[src/rtl/vend_change_dispenser_if.sv]
// Controller/ejector-facing signal bundle for the change dispenser.
// The master side starts pay-out and acknowledges coins; the slave side is the dispenser.
interface vend_change_dispenser_if #(
    parameter int unsigned n = 6
);
    localparam int unsigned cnt_w = 4;

    logic             start;
    logic [n-1:0]     amount;
    logic             abort;
    logic             coin_req;
    logic [1:0]       coin_sel;
    logic             coin_ack;
    logic             busy;
    logic             done;
    logic [n-1:0]     remaining;
    logic [cnt_w-1:0] cnt_q;
    logic [cnt_w-1:0] cnt_d;
    logic [cnt_w-1:0] cnt_n;

    modport master (
        output start, amount, abort, coin_ack,
        input  coin_req, coin_sel, busy, done, remaining, cnt_q, cnt_d, cnt_n
    );

    modport slave (
        input  start, amount, abort, coin_ack,
        output coin_req, coin_sel, busy, done, remaining, cnt_q, cnt_d, cnt_n
    );
endinterface

[src/rtl/vend_change_dispenser.sv]
// Change pay-out controller: returns an owed amount (in nickels) one coin at a time,
// largest coin first, over a req/ack handshake with the coin ejector.
module vend_change_dispenser #(
    parameter int unsigned n = 6
) (
    input logic                   clk,
    input logic                   rst_n,
    vend_change_dispenser_if.slave bus
);
    localparam int unsigned cnt_w = 4;

    localparam logic [1:0] sel_none    = 2'b00;
    localparam logic [1:0] sel_nickel  = 2'b01;
    localparam logic [1:0] sel_dime    = 2'b10;
    localparam logic [1:0] sel_quarter = 2'b11;

    typedef enum logic [1:0] {
        IDLE,
        SEL,
        REQ,
        DONE
    } state_t;

    state_t       state;
    logic [1:0]   pick_c;
    logic [n-1:0] coin_val_c;

    // Greedy choice from what is still owed
    always_comb begin
        pick_c = sel_none;
        if (bus.remaining >= n'(5)) begin
            pick_c = sel_quarter;
        end else if (bus.remaining >= n'(2)) begin
            pick_c = sel_dime;
        end else if (bus.remaining == n'(1)) begin
            pick_c = sel_nickel;
        end
    end

    // Value in nickels of the coin currently being requested
    always_comb begin
        coin_val_c = '0;
        case (bus.coin_sel)
            sel_quarter: coin_val_c = n'(5);
            sel_dime:    coin_val_c = n'(2);
            sel_nickel:  coin_val_c = n'(1);
            default:     coin_val_c = '0;
        endcase
    end

    // Reset clears coin_req asynchronously, abandoning any handshake in flight
    always_ff @(posedge clk or negedge rst_n) begin
        if (!rst_n) begin
            state         <= IDLE;
            bus.coin_req  <= 1'b0;
            bus.coin_sel  <= sel_none;
            bus.busy      <= 1'b0;
            bus.done      <= 1'b0;
            bus.remaining <= '0;
            bus.cnt_q     <= '0;
            bus.cnt_d     <= '0;
            bus.cnt_n     <= '0;
        end else begin
            bus.done <= 1'b0;
            case (state)
                IDLE: begin
                    if (bus.start) begin
                        bus.remaining <= bus.amount;
                        bus.cnt_q     <= '0;
                        bus.cnt_d     <= '0;
                        bus.cnt_n     <= '0;
                        bus.busy      <= 1'b1;
                        state         <= SEL;
                    end
                end
                SEL: begin
                    if (bus.remaining == '0 || bus.abort) begin
                        bus.done <= 1'b1;
                        state    <= DONE;
                    end else begin
                        bus.coin_sel <= pick_c;
                        bus.coin_req <= 1'b1;
                        state        <= REQ;
                    end
                end
                REQ: begin
                    if (bus.coin_ack) begin
                        bus.remaining <= bus.remaining - coin_val_c;
                        case (bus.coin_sel)
                            sel_quarter: bus.cnt_q <= bus.cnt_q + cnt_w'(1);
                            sel_dime:    bus.cnt_d <= bus.cnt_d + cnt_w'(1);
                            sel_nickel:  bus.cnt_n <= bus.cnt_n + cnt_w'(1);
                            default:     ;
                        endcase
                        bus.coin_req <= 1'b0;
                        bus.coin_sel <= sel_none;
                        if (bus.abort) begin
                            bus.done <= 1'b1;
                            state    <= DONE;
                        end else begin
                            state <= SEL;
                        end
                    end else if (bus.abort) begin
                        bus.coin_req <= 1'b0;
                        bus.coin_sel <= sel_none;
                        bus.done     <= 1'b1;
                        state        <= DONE;
                    end
                end
                DONE: begin
                    bus.busy <= 1'b0;
                    state    <= IDLE;
                end
                default: begin
                    state <= IDLE;
                end
            endcase
        end
    end
endmodule
[src/flat_wrapper.sv]
// flat-port wrapper written by rule: the top's interface ports become plain ports
module vend_change_dispenser_flat 
#(
    parameter int unsigned n = 6
)
  (clk, rst_n, bus_start, bus_amount, bus_abort, bus_coin_ack, bus_coin_req, bus_coin_sel, bus_busy, bus_done, bus_remaining, bus_cnt_q, bus_cnt_d, bus_cnt_n);
  vend_change_dispenser_if #(.n(n)) bus_i ();
  input logic clk;
  input logic rst_n;
  input wire logic [$bits(bus_i.start)-1:0] bus_start;
  input wire logic [$bits(bus_i.amount)-1:0] bus_amount;
  input wire logic [$bits(bus_i.abort)-1:0] bus_abort;
  input wire logic [$bits(bus_i.coin_ack)-1:0] bus_coin_ack;
  output wire logic [$bits(bus_i.coin_req)-1:0] bus_coin_req;
  output wire logic [$bits(bus_i.coin_sel)-1:0] bus_coin_sel;
  output wire logic [$bits(bus_i.busy)-1:0] bus_busy;
  output wire logic [$bits(bus_i.done)-1:0] bus_done;
  output wire logic [$bits(bus_i.remaining)-1:0] bus_remaining;
  output wire logic [$bits(bus_i.cnt_q)-1:0] bus_cnt_q;
  output wire logic [$bits(bus_i.cnt_d)-1:0] bus_cnt_d;
  output wire logic [$bits(bus_i.cnt_n)-1:0] bus_cnt_n;
  assign bus_i.start = bus_start;
  assign bus_i.amount = bus_amount;
  assign bus_i.abort = bus_abort;
  assign bus_i.coin_ack = bus_coin_ack;
  assign bus_coin_req = bus_i.coin_req;
  assign bus_coin_sel = bus_i.coin_sel;
  assign bus_busy = bus_i.busy;
  assign bus_done = bus_i.done;
  assign bus_remaining = bus_i.remaining;
  assign bus_cnt_q = bus_i.cnt_q;
  assign bus_cnt_d = bus_i.cnt_d;
  assign bus_cnt_n = bus_i.cnt_n;
  vend_change_dispenser #(.n(n)) u_core (.clk(clk), .rst_n(rst_n), .bus(bus_i));
endmodule
[config.mk]
export PLATFORM = sky130hd
export DESIGN_NAME = vend_change_dispenser_flat
export DESIGN_NICKNAME = d
export VERILOG_FILES = /design/src/rtl/vend_change_dispenser_if.sv /design/src/rtl/vend_change_dispenser.sv /design/src/flat_wrapper.sv
export SDC_FILE = /design/constraint.sdc
export NUM_CORES = 1
export LEC_CHECK = 0
export BUFFER_PORTS_ARGS = -buffer_cell sky130_fd_sc_hd__buf_2
export CAP_MARGIN = 40
export CORE_ASPECT_RATIO = 2
export CORE_MARGIN = 4
export CORE_UTILIZATION = 32
export CTS_CLUSTER_DIAMETER = 80
export DETAILED_ROUTE_END_ITERATION = 12
export PLACE_DENSITY = 0.51
export SLEW_MARGIN = 0
export SYNTH_ARGS = -nofsm -noshare
export SYNTH_HDL_FRONTEND = slang
export SYNTH_SLANG_ARGS = --single-unit
[constraint.sdc]
create_clock -name clk -period 1.7 [get_ports clk]
set_input_delay 0.34 -clock clk [delete_from_list [all_inputs] [get_ports clk]]
set_output_delay 0.34 -clock clk [all_outputs]
set_load 0.005 [all_outputs]
==> run_results.csv, run 1 <==
group,metric,value,unit
status,status,"complete, no violations",
cts,clock-sinks,25,
placement,placed_cell_area,0.00191,mm2
cts,cts_hold_buffers,0,
cells_and_area,n_antenna_cell,0,
cts,htreeDepth,1,
floorplan,die_area,0.00616,mm2
cells_and_area,fin_area,0.00202,mm2
pwr,p_seq_share,29.7,%
yosys,synth_edf_count,0,
cts,cts-root-buf,"clkbuf_8",
yosys,synth_compound_area_share,18.4,%
timing,worst_pin_slew,0.596,ns
setup_path,cp-end-kind,"flip-flop",
grt,grt_antenna_before_repair,0,
yosys,synth_fa_ha_area_share,9.24,%
yosys,synth_warnings,0,
yosys,synth_top_family_by_area,"compound AO/OA/AOI/OAI gates",
route,wl_per_cell,15.1,um
pwr,p_total,3.67,mW
pwr,swShare,42.7,%
timing,setup_viol,0,
grt,grt_max_degree,26,
cts,numCtsBuffers,3,
route,remaining_drc_errors,0,
yosys,synth_fp_nets,184,
grt,grt_pass1_wl,6.53,mm
setup_path,worstSetupPathType,"flip-flop to flip-flop",
setup_path,worst_ep_arrival_time,1.84,ns
yosys,syn-cell-area,0.00157,mm2
grt,grt_overflow_total,0,
cells_and_area,drive_above_1_share,37.3,%
floorplan,die_width,57.6,um
timing,min_period,1.66,ns
yosys,synth.area.mux_share,6.93,%
yosys,ys_types,41,
pwr,power_frac_comb,60.0,%
floorplan,num_rows,35,
pwr,p_leak,0.938,nW
route,vias_per_cell,5.10,
timing,fmax,603,MHz
route,drtAntennaViolNets,0,
route,routed-via-count,1361,
pwr,powerDensity,1810,mW/mm2
route,drt_iter0_markers,44,
timing,period_share,97.5,%
setup_path,required,1.88,ns
timing,hold_viol_final,0,
placement,gp_congestion,0.810,
pwr,power.switching,1.56,mW
timing,rsz0062_at_grt,"true",
floorplan,ios,34,
cts,clk_pin_slew,0.10,ns
yosys,syn_area_per_cell,9.70,um2
timing,tns,0,ns
pwr,ir_drop,0.000834,V
cells_and_area,area_delta_synth_final,28.8,%
timing,maxSlewViolCount,0,
cells_and_area,fill_cells,478,
hold_path,hold_class,"input port to async pin",
job,drv_cap,0,
setup_path,critPathMaxFanout,8,
floorplan,start_util,33.5,%
grt,grt_pass1_vias,1416,
pwr,clkPwrFrac,10.3,%
floorplan,die_y,107,um
placement,portBuffers,33,
cts,post_cts_buffers,0,
pwr,internal_power,2.10,mW
grt,groute.usage.overall,13.5,%
yosys,synth_flop_cell,"dfrtp_1",
yosys,synth_simple_gate_area_share,16.9,%
floorplan,core,0.00469,mm2
route,wirelength,4.02,mm
cts,cts_tree,"yes",
yosys,ys_ff_latch,25,
yosys,seq_area_frac_synth,39.8,%
setup_path,reg2reg_depth,7,
cts,cts_max_path_buffers,2,
yosys,syn_inst,162,
setup_path,start_kind,"flip-flop",
yosys,synth-xor-area-share,3.90,%
timing,skew,0.0104,ns
cells_and_area,nets,235,
route,first_pass_iters,4,
cells_and_area,final_cell_mix,"buf_2, dfrtp_1, buf_4",
placement,dp_hpwl,3.05,mm
cells_and_area,layout_commonest_cell,"buf_2",
cts,insertion_delay,0.28,ns
timing,slew_headroom,60.3,%
yosys,async_flop_share,100,%
## final cells by class
cell class	instances	area, um2	share of cell area [%]
clock buffers	3	41.3	2.04
clock inverters	1	7.51	0.371
flip-flops and latches	25	627	31.0
inverters	12	45.0	2.22
repair buffers	51	308	15.2
multi-input cells	120	927	45.8
well taps	55	68.8	3.40
## synth_stat cells (all sizes together), types with 3 or more instances
library cell	count	area share, %
mux2i	4	3.3
o22ai	3	1.2
inv	12	2.9
ha	10	8.0
nand2b	3	1.2
nor2	15	3.6
o21ai	11	3.5
nand3b	3	1.4
a211oi	5	3.7
buf	3	1.5
nand3	13	4.1
mux2	4	3.6
a21oi	11	4.7
and3	3	1.2
xnor2	5	2.8
dfrtp	25	40
nand2	11	2.6
## sequential cells by signal, indices dropped and copies added (netlist names)
register / cells
u_core.state: 2
u_core.bus.cnt_n: 4
u_core.bus.cnt_d: 4
u_core.bus.done: 1
u_core.bus.cnt_q: 4
u_core.bus.coin_req: 1
u_core.bus.busy: 1
u_core.bus.remaining: 6
u_core.bus.coin_sel: 2
## critical path, cell delays in order, from the launching register on
cell	delay [ns]
dfrtp_1	0.39
inv_1	0.17
ha_4	0.19
buf_4	0.15
or2b_4	0.31
nand3_1	0.11
xor2_1	0.17
nor2_1	0.06
## what timing repair did
item                                    CTS  global route
endpoints found under the setup margin    3            15
pin swaps                                 1             6
resized for setup                         2            14
cloned                                    0             0
## layer usage
metal	global-route usage, %	share of wire (%)	vias up
met5	0	0	-
met4	4.48	1.3	0
li1	-	-	675
met1	15.2	39	653
met2	24.8	56	29
met3	2.17	4.1	4
## power groups by stage
stage	Clock, mW	Sequential [mW]	Combinational, mW
after floorplan	0	1.09	1.27
after global placement	0	1.07	2.05
after detailed placement	0	1.08	2.08
after CTS	0.394	1.07	2.11
after global routing	0.419	1.13	2.43
final	0.377	1.09	2.20
## metrics by stage
step           setup slack (ns)  instances  hold slack, ns  utilization, %
5_1_grt                 -0.0340        267           0.101            43.2
3_5_place_dp            -0.0128        263           0.392            40.9
6_report                 0.0417        267          0.0564            43.2
3_3_place_gp             0.0329        263           0.381            40.9
4_1_cts                -0.00457        267          0.0780            42.0
2_1_floorplan          -0.00890        162          0.0444               -
## kinds of logic (layout without fill, tap and decap cells)
| logic type | after synthesis | in the layout |
|---|---|---|
| AOI/OAI and AO/OA | 40 | 40 |
| DFF | 25 | 25 |
| xor gates and xnor gates | 7 | 7 |
| and+or+nand+nor | 54 | 54 |
| adders and majority gates | 11 | 11 |
| muxes | 8 | 8 |
| buffers and inverters | 17 | 67 |
## worst paths after layout
path | start | end | slack [ns]
max in group asynchronous | rst_n | u_core.bus.coin_sel[1] | 1.22
worst min register to register | u_core.bus.coin_req | u_core.bus.coin_req | 0.51
worst max register to register | u_core.state[0] | u_core.bus.cnt_n[2] | 0.04
worst max-delay path | u_core.state[0] | u_core.bus.cnt_n[2] | 0.04
worst min-delay path | rst_n | u_core.bus.busy | 0.06
min in group clk | bus_amount[3] | u_core.bus.remaining[3] | 0.36
No activity file was read; power rests on OpenSTA's default activity.
==> run 2: changes to the inputs <==
BUFFER_PORTS_ARGS = -buffer_cell sky130_fd_sc_hd__clkbuf_2   (was -buffer_cell sky130_fd_sc_hd__buf_2)
RECOVER_POWER = 100   (was unset)
==> run 2 against run 1 <==
Total power increased by 1.3%. Global-route usage increased by 0.20 points. Die area unchanged. Critical path type unchanged. Largest cell class unchanged. Highest routed layer unchanged.
==> run_results.csv, run 2 (synthesis gave the netlist of run 1 again) <==
group,metric,value,unit
cts,clock-sinks,25,
route,wirelength,3.96,mm
placement,dp_slack,-0.0117,ns
timing,setup_viol,0,
cells_and_area,regArea,628,um2
cells_and_area,multi_input_area,926,um2
timing,slew_headroom,7.80,%
route,drt_iter0_markers,38,
floorplan,die_area,0.00616,mm2
timing,skew,0.00420,ns
floorplan,ios,34,
setup_path,setup.worst_path.end,"u_core.bus.cnt_d[0]",
pwr,ir_drop,0.000999,V
route,routed-via-count,1366,
timing,worst_pin_slew,1.38,ns
placement,portBuffers,33,
grt,grt_overflow_total,0,
setup_path,critPathMaxFanout,5,
timing,maxSlewViolCount,0,
timing,fmax,607,MHz
placement,gp_congestion,0.750,
cells_and_area,layout_commonest_cell,"dfrtp_1",
floorplan,die_width,57.6,um
grt,grt_antenna_before_repair,0,
pwr,powerDensity,1820,mW/mm2
cells_and_area,final_core_util,43.4,%
timing,fin_ws,0.0515,ns
cts,insertion_delay,0.27,ns
route,first_pass_iters,4,
cts,cts_tree,"yes",
cts,htreeDepth,1,
timing,hold_viol_final,0,
setup_path,r2r_end,"u_core.bus.cnt_d[0]",
cells_and_area,nets,240,
route,drtAntennaViolNets,0,
setup_path,reg2reg_from,"u_core.bus.coin_sel[0]",
grt,grt_max_degree,26,
cells_and_area,drive_above_1_share,30.9,%
cells_and_area,final_cell_mix,"dfrtp_1, clkbuf_2, clkbuf_1, buf_4, nor2_1",
setup_path,worst_ep_arrival_time,1.81,ns
setup_path,reg2reg_depth,5,
setup_path,r2r_slack,0.05,ns
cts,cts_max_path_buffers,2,
status,status,"complete, no violations",
cells_and_area,regMostFlops,"u_core.bus.remaining",
floorplan,die_y,107,um
cts,clk_pin_slew,0.09,ns
cells_and_area,area_delta_synth_final,29.5,%
cells_and_area,fill_cells,473,
setup_path,crit_path_start,"u_core.bus.coin_sel[0]",
cts,numCtsBuffers,3,
timing,min_period,1.65,ns
floorplan,num_rows,35,
route,wl_per_cell,14.6,um
setup_path,cp-end-kind,"flip-flop",
setup_path,required,1.86,ns
grt,grt_pass1_vias,1421,
setup_path,start_kind,"flip-flop",
timing,period_share,97.0,%
pwr,p_leak,0.900,nW
setup_path,worstSetupPathType,"flip-flop to flip-flop",
grt,groute.usage.overall,13.7,%
route,remaining_drc_errors,0,
hold_path,hold_class,"input port to async pin",
floorplan,core,0.00469,mm2
grt,grt_pass1_wl,6.69,mm
route,vias_per_cell,5.02,
cts,cts_hold_buffers,0,
job,drv_cap,0,
cells_and_area,largest_register_ffs,6,
cts,cts-root-buf,"clkbuf_8",
cells_and_area,n_antenna_cell,0,
placement,dp_hpwl,3.16,mm
floorplan,start_util,33.5,%
-- run 2: critical path, stage by stage (launching register included) --
cell and delay, ns:
dfrtp_2 0.46, buf_4 0.15, buf_4 0.14, nand3b_1 0.24
a21oi_2 0.24, mux2_4 0.32
-- run 2: through the flow --
step                      cells  hold WS, ns   TNS, ns  area (um2)  power, mW
after floorplan             162       0.0444  -0.00890        1580       2.36
after global placement      264        0.404  -0.00496        1930       3.19
after detailed placement    264        0.403   -0.0225        1930       3.25
after CTS                   268        0.103         0        1980       3.64
after global routing        272        0.377  -0.00208        2030       4.07
final                       272        0.369         0        2030       3.71
-- run 2: where the power goes --
part           total (mW)  leakage (nW)  internal [mW]  switching (mW)
Combinational        2.25         0.561           1.13            1.12
Clock               0.360        0.0228          0.168           0.192
Sequential           1.10         0.316          0.832           0.269
Total                3.71         0.900           2.13            1.58
-- run 2: worst min path at each step --
stage                  start                       to  slack [ns]  cells past startpoint
2_1_floorplan          rst_n          u_core.bus.busy        0.04                      0
3_3_place_gp           rst_n  u_core.bus.remaining[4]        0.40                      1
3_5_place_dp           rst_n  u_core.bus.remaining[4]        0.40                      1
4_1_cts                rst_n          u_core.state[0]        0.10                      1
5_1_grt        bus_amount[4]  u_core.bus.remaining[4]        0.38                      3
6_report               rst_n  u_core.bus.remaining[4]        0.37                      1
-- run 2: layer usage --
metal  up-vias  routed length, um  track usage, %  share of wire, %
met5         -                  0               0                 0
met4         0                 29            3.98              0.73
li1        687                  -               -                 -
met3         2                117            1.81               3.0
met1       657               1550            15.3                39
met2        20               2270            25.9                57
-- run 2: layout make-up --
type	count	area share, %
Inverter	12	2.21
Tap cell	55	3.38
Clock buffer	4	2.21
Multi-Input combinational cell	120	45.5
Sequential cell	25	30.9
Timing Repair Buffer	56	15.8
-- run 2: timing repair --
action                     CTS  global route
cloned                       0             0
resized for setup            2            15
setup endpoints to repair    3            11
buffers inserted             0             4
pin swaps                    0             2
==> run 3: changes to the inputs <==
RECOVER_POWER = 25   (was 100)
==> run 3 against run 2 <==
Via count shrank 0.66%. Global-route usage unchanged. Count of clock-buffer cells in the layout unchanged. Routed wire length hardly changed. Hold slack improved by 0.0016 ns. Clock power is essentially flat. Largest power group unchanged. Cell area rose by 1.4%. Die area unchanged. Combinational power grew 3%. Cell count did not move. Core utilization is 0.61 points higher. Critical path type unchanged.
==> run_results.csv, run 3 (synthesis gave the netlist of run 1 again) <==
group,metric,value,unit
grt,groute.usage.overall,13.7,%
timing,maxSlewViolCount,0,
cells_and_area,area_delta_synth_final,31.3,%
floorplan,start_util,33.5,%
status,status,"complete, no violations",
cells_and_area,largest_register_ffs,6,
cts,cts_tree,"yes",
setup_path,worst_ep_arrival_time,1.81,ns
route,wirelength,3.96,mm
route,routed-via-count,1357,
pwr,power_frac_comb,61.4,%
timing,worst_pin_slew,1.39,ns
route,first_pass_iters,4,
placement,dp_hpwl,3.16,mm
cts,numCtsBuffers,3,
floorplan,die_area,0.00616,mm2
cells_and_area,regMostFlops,"u_core.bus.remaining",
cts,clk_pin_slew,0.09,ns
grt,grt_overflow_total,0,
setup_path,cp-end-kind,"flip-flop",
pwr,p_seq_share,29.1,%
pwr,p_leak,0.952,nW
route,drt_iter0_markers,32,
placement,portBuffers,33,
cells_and_area,drive_above_1_share,39.2,%
grt,grt_max_degree,26,
grt,grt_pass1_vias,1421,
timing,hold_viol_final,0,
grt,grtUsageMet2,25.9,%
setup_path,critPathMaxFanout,5,
timing,fmax,607,MHz
grt,grt_antenna_before_repair,0,
grt,grt_pass1_wl,6.69,mm
floorplan,num_rows,35,
job,drv_cap,0,
timing,min_period,1.65,ns
cells_and_area,final_cell_count_no_fill,272,
route,vias_per_cell,4.99,
placement,gp_congestion,0.750,
route,wl_per_cell,14.6,um
floorplan,die_width,57.6,um
hold_path,hold_class,"input port to async pin",
floorplan,ios,34,
cells_and_area,layout_commonest_cell,"clkbuf_2",
setup_path,reg2reg_depth,5,
grt,grt_use_met1,15.3,%
cells_and_area,fin_area,0.00206,mm2
timing,skew,0.00391,ns
pwr,internal_power,2.20,mW
cts,htreeDepth,1,
grt,met3_usage,1.81,%
pwr,powerDensity,1830,mW/mm2
route,drtAntennaViolNets,0,
cts,cts_max_path_buffers,2,
cts,insertion_delay,0.27,ns
setup_path,start_kind,"flip-flop",
cts,clock-sinks,25,
setup_path,worstSetupPathType,"flip-flop to flip-flop",
timing,slew_headroom,7.39,%
pwr,ir_drop,0.000999,V
floorplan,core,0.00469,mm2
cells_and_area,final_cell_mix,"clkbuf_2, dfrtp_1, buf_4",
timing,setup_viol,0,
setup_path,required,1.86,ns
floorplan,die_y,107,um
route,remaining_drc_errors,0,
timing,period_share,96.9,%
cells_and_area,n_antenna_cell,0,
placement,placed_cell_area,0.00193,mm2
placement,post-place-cells,264,
pwr,power.switching,1.58,mW
grt,grt.busiest_layer,"met2",
cells_and_area,nets,240,
pwr,swShare,41.9,%
cts,cts-root-buf,"clkbuf_8",
pwr,clkPwrFrac,9.5,%
## run 3: cell count changes in the layout (fill, tap and decap cells not counted), sizes merged
| cell | change |
|---|---|
| buf | +4 |
| clkbuf | -4 |
## run 3: through the flow
| stage | hold slack (ns) | power [mW] | setup TNS [ns] | util, % | worst slack, ns |
|---|---|---|---|---|---|
| global placement | 0.404 | 3.19 | -0.00496 | 41.3 | -0.00496 |
| global route | 0.377 | 4.14 | -0.00202 | 44.0 | -0.00202 |
| finish | 0.371 | 3.78 | 0 | 44.0 | 0.0519 |
| floorplan | 0.0444 | 2.36 | -0.00890 | - | -0.00890 |
| CTS | 0.103 | 3.64 | 0 | 42.3 | 0.0170 |
| detailed placement | 0.403 | 3.25 | -0.0225 | 41.3 | -0.0117 |
## run 3: per-layer routing
layer	wire length, um	up-vias
li1	-	687
met1	1570	648
met2	2250	20
met3	106	2
met4	29	0
met5	0	-
## run 3: cell type report
class                      instances  area (um2)
multi-input combinational        120         927
timing repair buffer              56         349
tap                               55        68.8
fill                             467        2620
clock buffer                       4        45.0
inverter                          12        45.0
sequential                        25         628
## run 3: path summary, 6_finish.rpt
kind                                        start                      end  slack (ns)
max in group asynchronous                   rst_n   u_core.bus.coin_sel[0]        0.42
hold / removal                              rst_n  u_core.bus.remaining[4]        0.37
hold reg to reg               u_core.bus.coin_req      u_core.bus.coin_req        0.51
min in group clk                    bus_amount[4]  u_core.bus.remaining[4]        0.37
setup reg to reg           u_core.bus.coin_sel[0]      u_core.bus.cnt_d[0]        0.05
setup / recovery           u_core.bus.coin_sel[0]      u_core.bus.cnt_d[0]        0.05
## run 3: worst max-delay path, cell delays in order, from the launching register on
cell and delay, ns:
dfrtp_2 0.46, buf_4 0.15, buf_4 0.14, nand3b_1 0.24
a21oi_2 0.24, mux2_4 0.32
## run 3: power by group through the flow
stage / sequential, mW / combinational (mW) / clock (mW)
after floorplan: 1.09 / 1.27 / 0
after global placement: 1.07 / 2.11 / 0
after detailed placement: 1.09 / 2.16 / 0
after CTS: 1.08 / 2.19 / 0.369
after global routing: 1.15 / 2.60 / 0.392
final: 1.10 / 2.32 / 0.359
## run 3: what timing repair did
action                                  4_1_cts  5_1_grt
pin swaps                                     0        2
endpoints found under the setup margin        3       11
gates resized for setup                       2       15
hold buffers                                  0        0
buffers inserted                              0        4
